`config.mk`:
```
export PLATFORM = sky130hd
export DESIGN_NAME = key_request_latch_flat
export DESIGN_NICKNAME = d
export VERILOG_FILES = /design/src/rtl/key_request_latch_if.sv /design/src/rtl/key_request_latch.sv /design/src/flat_wrapper.sv
export SDC_FILE = /design/constraint.sdc
export NUM_CORES = 1
export LEC_CHECK = 0
export CORE_MARGIN = 2
export CORE_UTILIZATION = 53
export CTS_BUF_LIST = sky130_fd_sc_hd__clkbuf_16
export CTS_CLUSTER_DIAMETER = 80
export CTS_CLUSTER_SIZE = 14
export DETAILED_ROUTE_END_ITERATION = 16
export PLACE_DENSITY = 0.67
export SLEW_MARGIN = 10
export SYNTH_ARGS = -nofsm -noshare
export SYNTH_HDL_FRONTEND = slang
export SYNTH_SLANG_ARGS = --single-unit
export TNS_END_PERCENT = 30
```
`constraint.sdc`:
```
create_clock -name clock -period 3.3 [get_ports clock]
set_input_delay 0.33 -clock clock [delete_from_list [all_inputs] [get_ports clock]]
set_output_delay 0.33 -clock clock [all_outputs]
set_load 0.02 [all_outputs]
```
`src/rtl/key_request_latch_if.sv`:
```
// Purpose: groups the button, move-tick and request signals of
//          key_request_latch into one bundle.
// Signals:
//   btn_up/right/down/left  raw push-buttons, active-high, asynchronous
//   move_tick               one-cycle pulse: the snake stepped, the pending request is used
//   up/right/down/left      one-hot (or all-zero) held direction request
//   key_valid               OR of the four request bits
// Modports:
//   master  drives the buttons and move_tick, observes the request
//   slave   the latch itself
interface key_request_latch_if;
  logic btn_up;
  logic btn_right;
  logic btn_down;
  logic btn_left;
  logic move_tick;
  logic up;
  logic right;
  logic down;
  logic left;
  logic key_valid;

  modport master (
    output btn_up, btn_right, btn_down, btn_left, move_tick,
    input  up, right, down, left, key_valid
  );

  modport slave (
    input  btn_up, btn_right, btn_down, btn_left, move_tick,
    output up, right, down, left, key_valid
  );
endinterface

```
`src/rtl/key_request_latch.sv`:
```
// Purpose: conditions the four raw direction buttons and keeps the most recent
//          debounced press as a one-hot request. The request is held until the
//          snake steps, so get_direction never misses a short press.
// Ports:
//   clock  system clock; all state changes on the rising edge
//   reset  asynchronous, active-high; clears every flop
//   kif    slave side of key_request_latch_if (buttons and move_tick in,
//          up/right/down/left/key_valid out)
// Parameters:
//   DEBOUNCE_CYCLES  stable synced cycles needed to accept a level change (>=2)
//   SYNC_STAGES      synchronizer depth per button (>=2)
// Bit order everywhere below is {up, right, down, left} = [3:0].
module key_request_latch #(
  parameter int DEBOUNCE_CYCLES = 1_000_000,
  parameter int SYNC_STAGES     = 2
) (
  input logic           clock,
  input logic           reset,
  key_request_latch_if.slave kif
);

  localparam int            CW       = (DEBOUNCE_CYCLES > 2) ? $clog2(DEBOUNCE_CYCLES) : 1;
  localparam logic [CW-1:0] CNT_LAST = CW'(DEBOUNCE_CYCLES - 1);

  logic [3:0]                  btn_raw;
  logic [3:0][SYNC_STAGES-1:0] sync_q;
  logic [3:0]                  sync_x;
  logic [3:0]                  stable_q, stable_d;
  logic [3:0][CW-1:0]          cnt_q, cnt_d;
  logic [3:0]                  press;
  logic [3:0]                  req_q, req_d;
  logic                        key_valid_q, key_valid_d;

  assign btn_raw = {kif.btn_up, kif.btn_right, kif.btn_down, kif.btn_left};

  // The last flop of each chain is the synchronized level.
  always_comb begin
    for (int i = 0; i < 4; i++) begin
      sync_x[i] = sync_q[i][SYNC_STAGES-1];
    end
  end

  // Debounce: a differing synced level must persist for DEBOUNCE_CYCLES
  // consecutive cycles before it is adopted. The press event is derived from
  // the next-state so that stable_x and req change on the same edge.
  always_comb begin
    // NOTE: every variable gets a default before any branch so no latch is inferred.
    stable_d = stable_q;
    cnt_d    = cnt_q;
    press    = '0;
    for (int i = 0; i < 4; i++) begin
      if (sync_x[i] == stable_q[i]) begin
        cnt_d[i] = '0;
      end else if (cnt_q[i] == CNT_LAST) begin
        stable_d[i] = sync_x[i];
        cnt_d[i]    = '0;
        press[i]    = sync_x[i];  // only a 0->1 acceptance is a press
      end else begin
        cnt_d[i] = cnt_q[i] + 1'b1;
      end
    end
  end

  // Request: newest press replaces any pending one, up > right > down > left
  // when several land together. A press outranks a coincident move_tick.
  always_comb begin
    req_d = req_q;
    if (press[3]) begin
      req_d = 4'b1000;
    end else if (press[2]) begin
      req_d = 4'b0100;
    end else if (press[1]) begin
      req_d = 4'b0010;
    end else if (press[0]) begin
      req_d = 4'b0001;
    end else if (kif.move_tick) begin
      req_d = 4'b0000;
    end
    key_valid_d = |req_d;
  end

  // NOTE: sequential state uses non-blocking assignments so every flop samples pre-edge values.
  always_ff @(posedge clock or posedge reset) begin
    if (reset) begin
      sync_q      <= '0;
      stable_q    <= '0;
      cnt_q       <= '0;
      req_q       <= '0;
      key_valid_q <= 1'b0;
    end else begin
      for (int i = 0; i < 4; i++) begin
        sync_q[i] <= {sync_q[i][SYNC_STAGES-2:0], btn_raw[i]};
      end
      stable_q    <= stable_d;
      cnt_q       <= cnt_d;
      req_q       <= req_d;
      key_valid_q <= key_valid_d;
    end
  end

  assign kif.up        = req_q[3];
  assign kif.right     = req_q[2];
  assign kif.down      = req_q[1];
  assign kif.left      = req_q[0];
  assign kif.key_valid = key_valid_q;

endmodule

```
`src/flat_wrapper.sv`:
```
// flat-port wrapper written by rule: the top's interface ports become plain ports
module key_request_latch_flat 
#(
  parameter int DEBOUNCE_CYCLES = 1_000_000,
  parameter int SYNC_STAGES     = 2
)
  (clock, reset, kif_btn_up, kif_btn_right, kif_btn_down, kif_btn_left, kif_move_tick, kif_up, kif_right, kif_down, kif_left, kif_key_valid);
  key_request_latch_if kif_i ();
  input logic clock;
  input logic reset;
  input wire logic [$bits(kif_i.btn_up)-1:0] kif_btn_up;
  input wire logic [$bits(kif_i.btn_right)-1:0] kif_btn_right;
  input wire logic [$bits(kif_i.btn_down)-1:0] kif_btn_down;
  input wire logic [$bits(kif_i.btn_left)-1:0] kif_btn_left;
  input wire logic [$bits(kif_i.move_tick)-1:0] kif_move_tick;
  output wire logic [$bits(kif_i.up)-1:0] kif_up;
  output wire logic [$bits(kif_i.right)-1:0] kif_right;
  output wire logic [$bits(kif_i.down)-1:0] kif_down;
  output wire logic [$bits(kif_i.left)-1:0] kif_left;
  output wire logic [$bits(kif_i.key_valid)-1:0] kif_key_valid;
  assign kif_i.btn_up = kif_btn_up;
  assign kif_i.btn_right = kif_btn_right;
  assign kif_i.btn_down = kif_btn_down;
  assign kif_i.btn_left = kif_btn_left;
  assign kif_i.move_tick = kif_move_tick;
  assign kif_up = kif_i.up;
  assign kif_right = kif_i.right;
  assign kif_down = kif_i.down;
  assign kif_left = kif_i.left;
  assign kif_key_valid = kif_i.key_valid;
  key_request_latch #(.DEBOUNCE_CYCLES(DEBOUNCE_CYCLES), .SYNC_STAGES(SYNC_STAGES)) u_core (.clock(clock), .reset(reset), .kif(kif_i));
endmodule
```
==> run summary <==
initial core utilization = 0.5507
CTS tree = yes
Final Hold Vio Count = 0
vias in the first global route = 3095
via/cell ratio = 5.510
setup bufs post-CTS = 0
arrival time worst endpoint = 2.34 ns
count leader, synth = dfrtp_1
largest net degree at the start of global routing = 56
top cells by count, synth = 97 x dfrtp_1, 88 x nor2_1, 43 x xor2_1
number of CTS-inserted buffers = 9
IO Count = 12
worst hold slack = 0.3480 ns
sequential fraction of the synthesis area = 0.5311
post-synthesis cell type count = 44
initial antenna violation count = 0
Filler Cell Count = 681
global-route wire length before repair = 13880 um
Max-slew headroom = 0.4758
Post-route DRC = 0
clock buffer depth = 2
Post-Place Cell Area = 4791 um^2
diode count = 0
final setup violation count = 0
Setup Crit Path Kind = reg2reg
cts repair resizes = 0
setup ws final = 1.149 ns
Fin Setup TNS = 0 ns
Synth area leader = dfrtp_1
unrepaired setup endpoints after global routing = no
Reg clk slew, reported paths = 0.06 ns
layout cells sized above 1 = 0.06410
root buffer cell = clkbuf_16
leakage = 2.223 nW
synth warn = 0
Placer Congestion = 0.8029
number of cell rows = 33
CP Launch Type = flop
dpl hpwl = 5147 um
Post-synth top flop = dfrtp_1
Routed Antenna Nets = 0
hold buffers post-CTS = 0
Tot GR Track Use = 0.1796
final WL = 7753 um
worst hold path class = reg2reg
DIE HEIGHT = 96.87 um
largest cells by area after synthesis = dfrtp_1 53%, xor2_1 8.2%, nor2_1 7.2%
WP data required = 3.49 ns
worst skew pair latency = 0.34 ns
WL per Instance = 13.53 um
status = finished clean
Worst VDD drop = 0.0002898 V
Post-Syn Area = 4571 um^2
Synth-to-Final Area Change = 11.31%
final instance area = 5087 um^2
fin nets = 474
Critical Path Fanout Max = 19
synthesis-stage register bit count = 97
Initial DRC Count = 77
max_cap viols = 0
share of Yosys cell area claimed by the top area cell type = 0.5311
Slew @ Worst Pin = 0.7862 ns
EDFF count, synth = 0
clk sink count = 97
Max Transition Viols Final = 0
drt pass-1 iters = 4
die area = 9383 um^2
# port buffers = 11
post-synthesis async set-or-reset flop share = 1.000
post-layout min period = 2.151 ns
Cells after Synth = 448
core area = 8299 um^2
Mapped Nets = 459
Vias = 3157
die width = 96.87 um
CP Capture Type = flop
Place WS = 1.181 ns
Max Freq = 464.9 MHz
fin crit share = 0.6518
total grt overflow = 0
htree depth = 3
power per cell area = 456.5 nW/um^2
post-layout util = 0.6130
Clock Skew = 0.008809 ns
average cell area after synthesis = 10.20 um^2
## cell usage in the layout (no fill, tap or decap), types with 2 or more instances in the layout
cell type	Yosys	final
dfrtp_1	97	97
nor2_1	88	88
xor2_1	43	43
nand3_1	30	30
xnor2_1	28	28
nand2_1	26	26
nand4_1	20	20
and3_1	12	12
inv_1	12	11
clkdlybuf4s50_1	0	11
nor3_1	9	9
clkbuf_16	0	9
and4_1	8	8
a21oi_1	8	8
nor4_1	7	7
or3_1	6	6
nor4b_1	4	4
o21ai_0	6	4
mux2_2	4	4
ha_1	4	4
and3b_1	3	3
clkinv_4	0	3
and2_1	2	2
nor2b_1	2	2
o21ai_1	0	2
clkinv_1	0	2
buf_4	0	2
## sequential cells by signal (all words and copies together), names as in the netlist
name / cells
u_core.cnt_q: 80
u_core.kif.key_valid: 1
u_core.req_q: 4
u_core.stable_q: 4
u_core.sync_q: 8
## where the power goes
group	total [W]	internal [W]	switching, W
logic	0.0000785	0.0000260	0.0000525
clock network	0.00102	0.000586	0.000438
registers	0.00122	0.00121	0.0000146
## through the flow
stage,total power [W],std cells
floorplan,0.001297,448
detailed placement,0.001324,557
global route,0.002422,573
finish,0.002323,573
CTS,0.002354,573
global placement,0.001322,557
## worst max-delay path: stages, from the launching register on
cell     delay (ns)
dfrtp_1        0.44
or4_1          0.55
nor2_2         0.14
and3_1         0.20
or2_1          0.54
nor2_1         0.13
## layer usage
metal | vias up | GRT usage | routed length [um]
met3 | 7 | 0.04118 | 185
met1 | 1547 | 0.2374 | 3811
met4 | 0 | 0.06826 | 100
li1 | 1562 | - | -
met2 | 41 | 0.2901 | 3654
met5 | - | 0 | 0
## final timing paths
check / start / endpoint / slack, ns / cells after the start
setup / recovery: u_core.cnt_q[27] / u_core.cnt_q[35] / 1.15 / 5
hold / removal: u_core.sync_q[4] / u_core.sync_q[5] / 0.35 / 0
setup reg to reg: u_core.cnt_q[27] / u_core.cnt_q[35] / 1.15 / 5
hold reg to reg: u_core.sync_q[4] / u_core.sync_q[5] / 0.35 / 0
max in group asynchronous: reset / u_core.cnt_q[35] / 2.18 / 3
min in group asynchronous: reset / u_core.cnt_q[76] / 0.46 / 2
## cell type report
| class | count | area (um^2) | share of cell area |
|---|---|---|---|
| clock buffer | 9 | 225.2 | 0.04427 |
| inverter | 12 | 47.55 | 0.009346 |
| clock inverter | 7 | 71.32 | 0.01402 |
| tap | 105 | 131.4 | 0.02582 |
| sequential | 97 | 2427 | 0.4771 |
| multi-input combinational | 329 | 2039 | 0.4009 |
| timing repair buffer | 14 | 145.1 | 0.02853 |
## kinds of logic after synthesis
logic type | share of synthesized area
AO/OA/AOI/OAI | 0.02245
XOR/XNOR | 0.1361
adder cells (fa/ha/maj) | 0.01095
buffers and inverters | 0.02272
flip-flops | 0.5311
multiplexers | 0.009854
AND/OR/NAND/NOR | 0.2669
No activity file was read; power rests on OpenSTA's default activity.
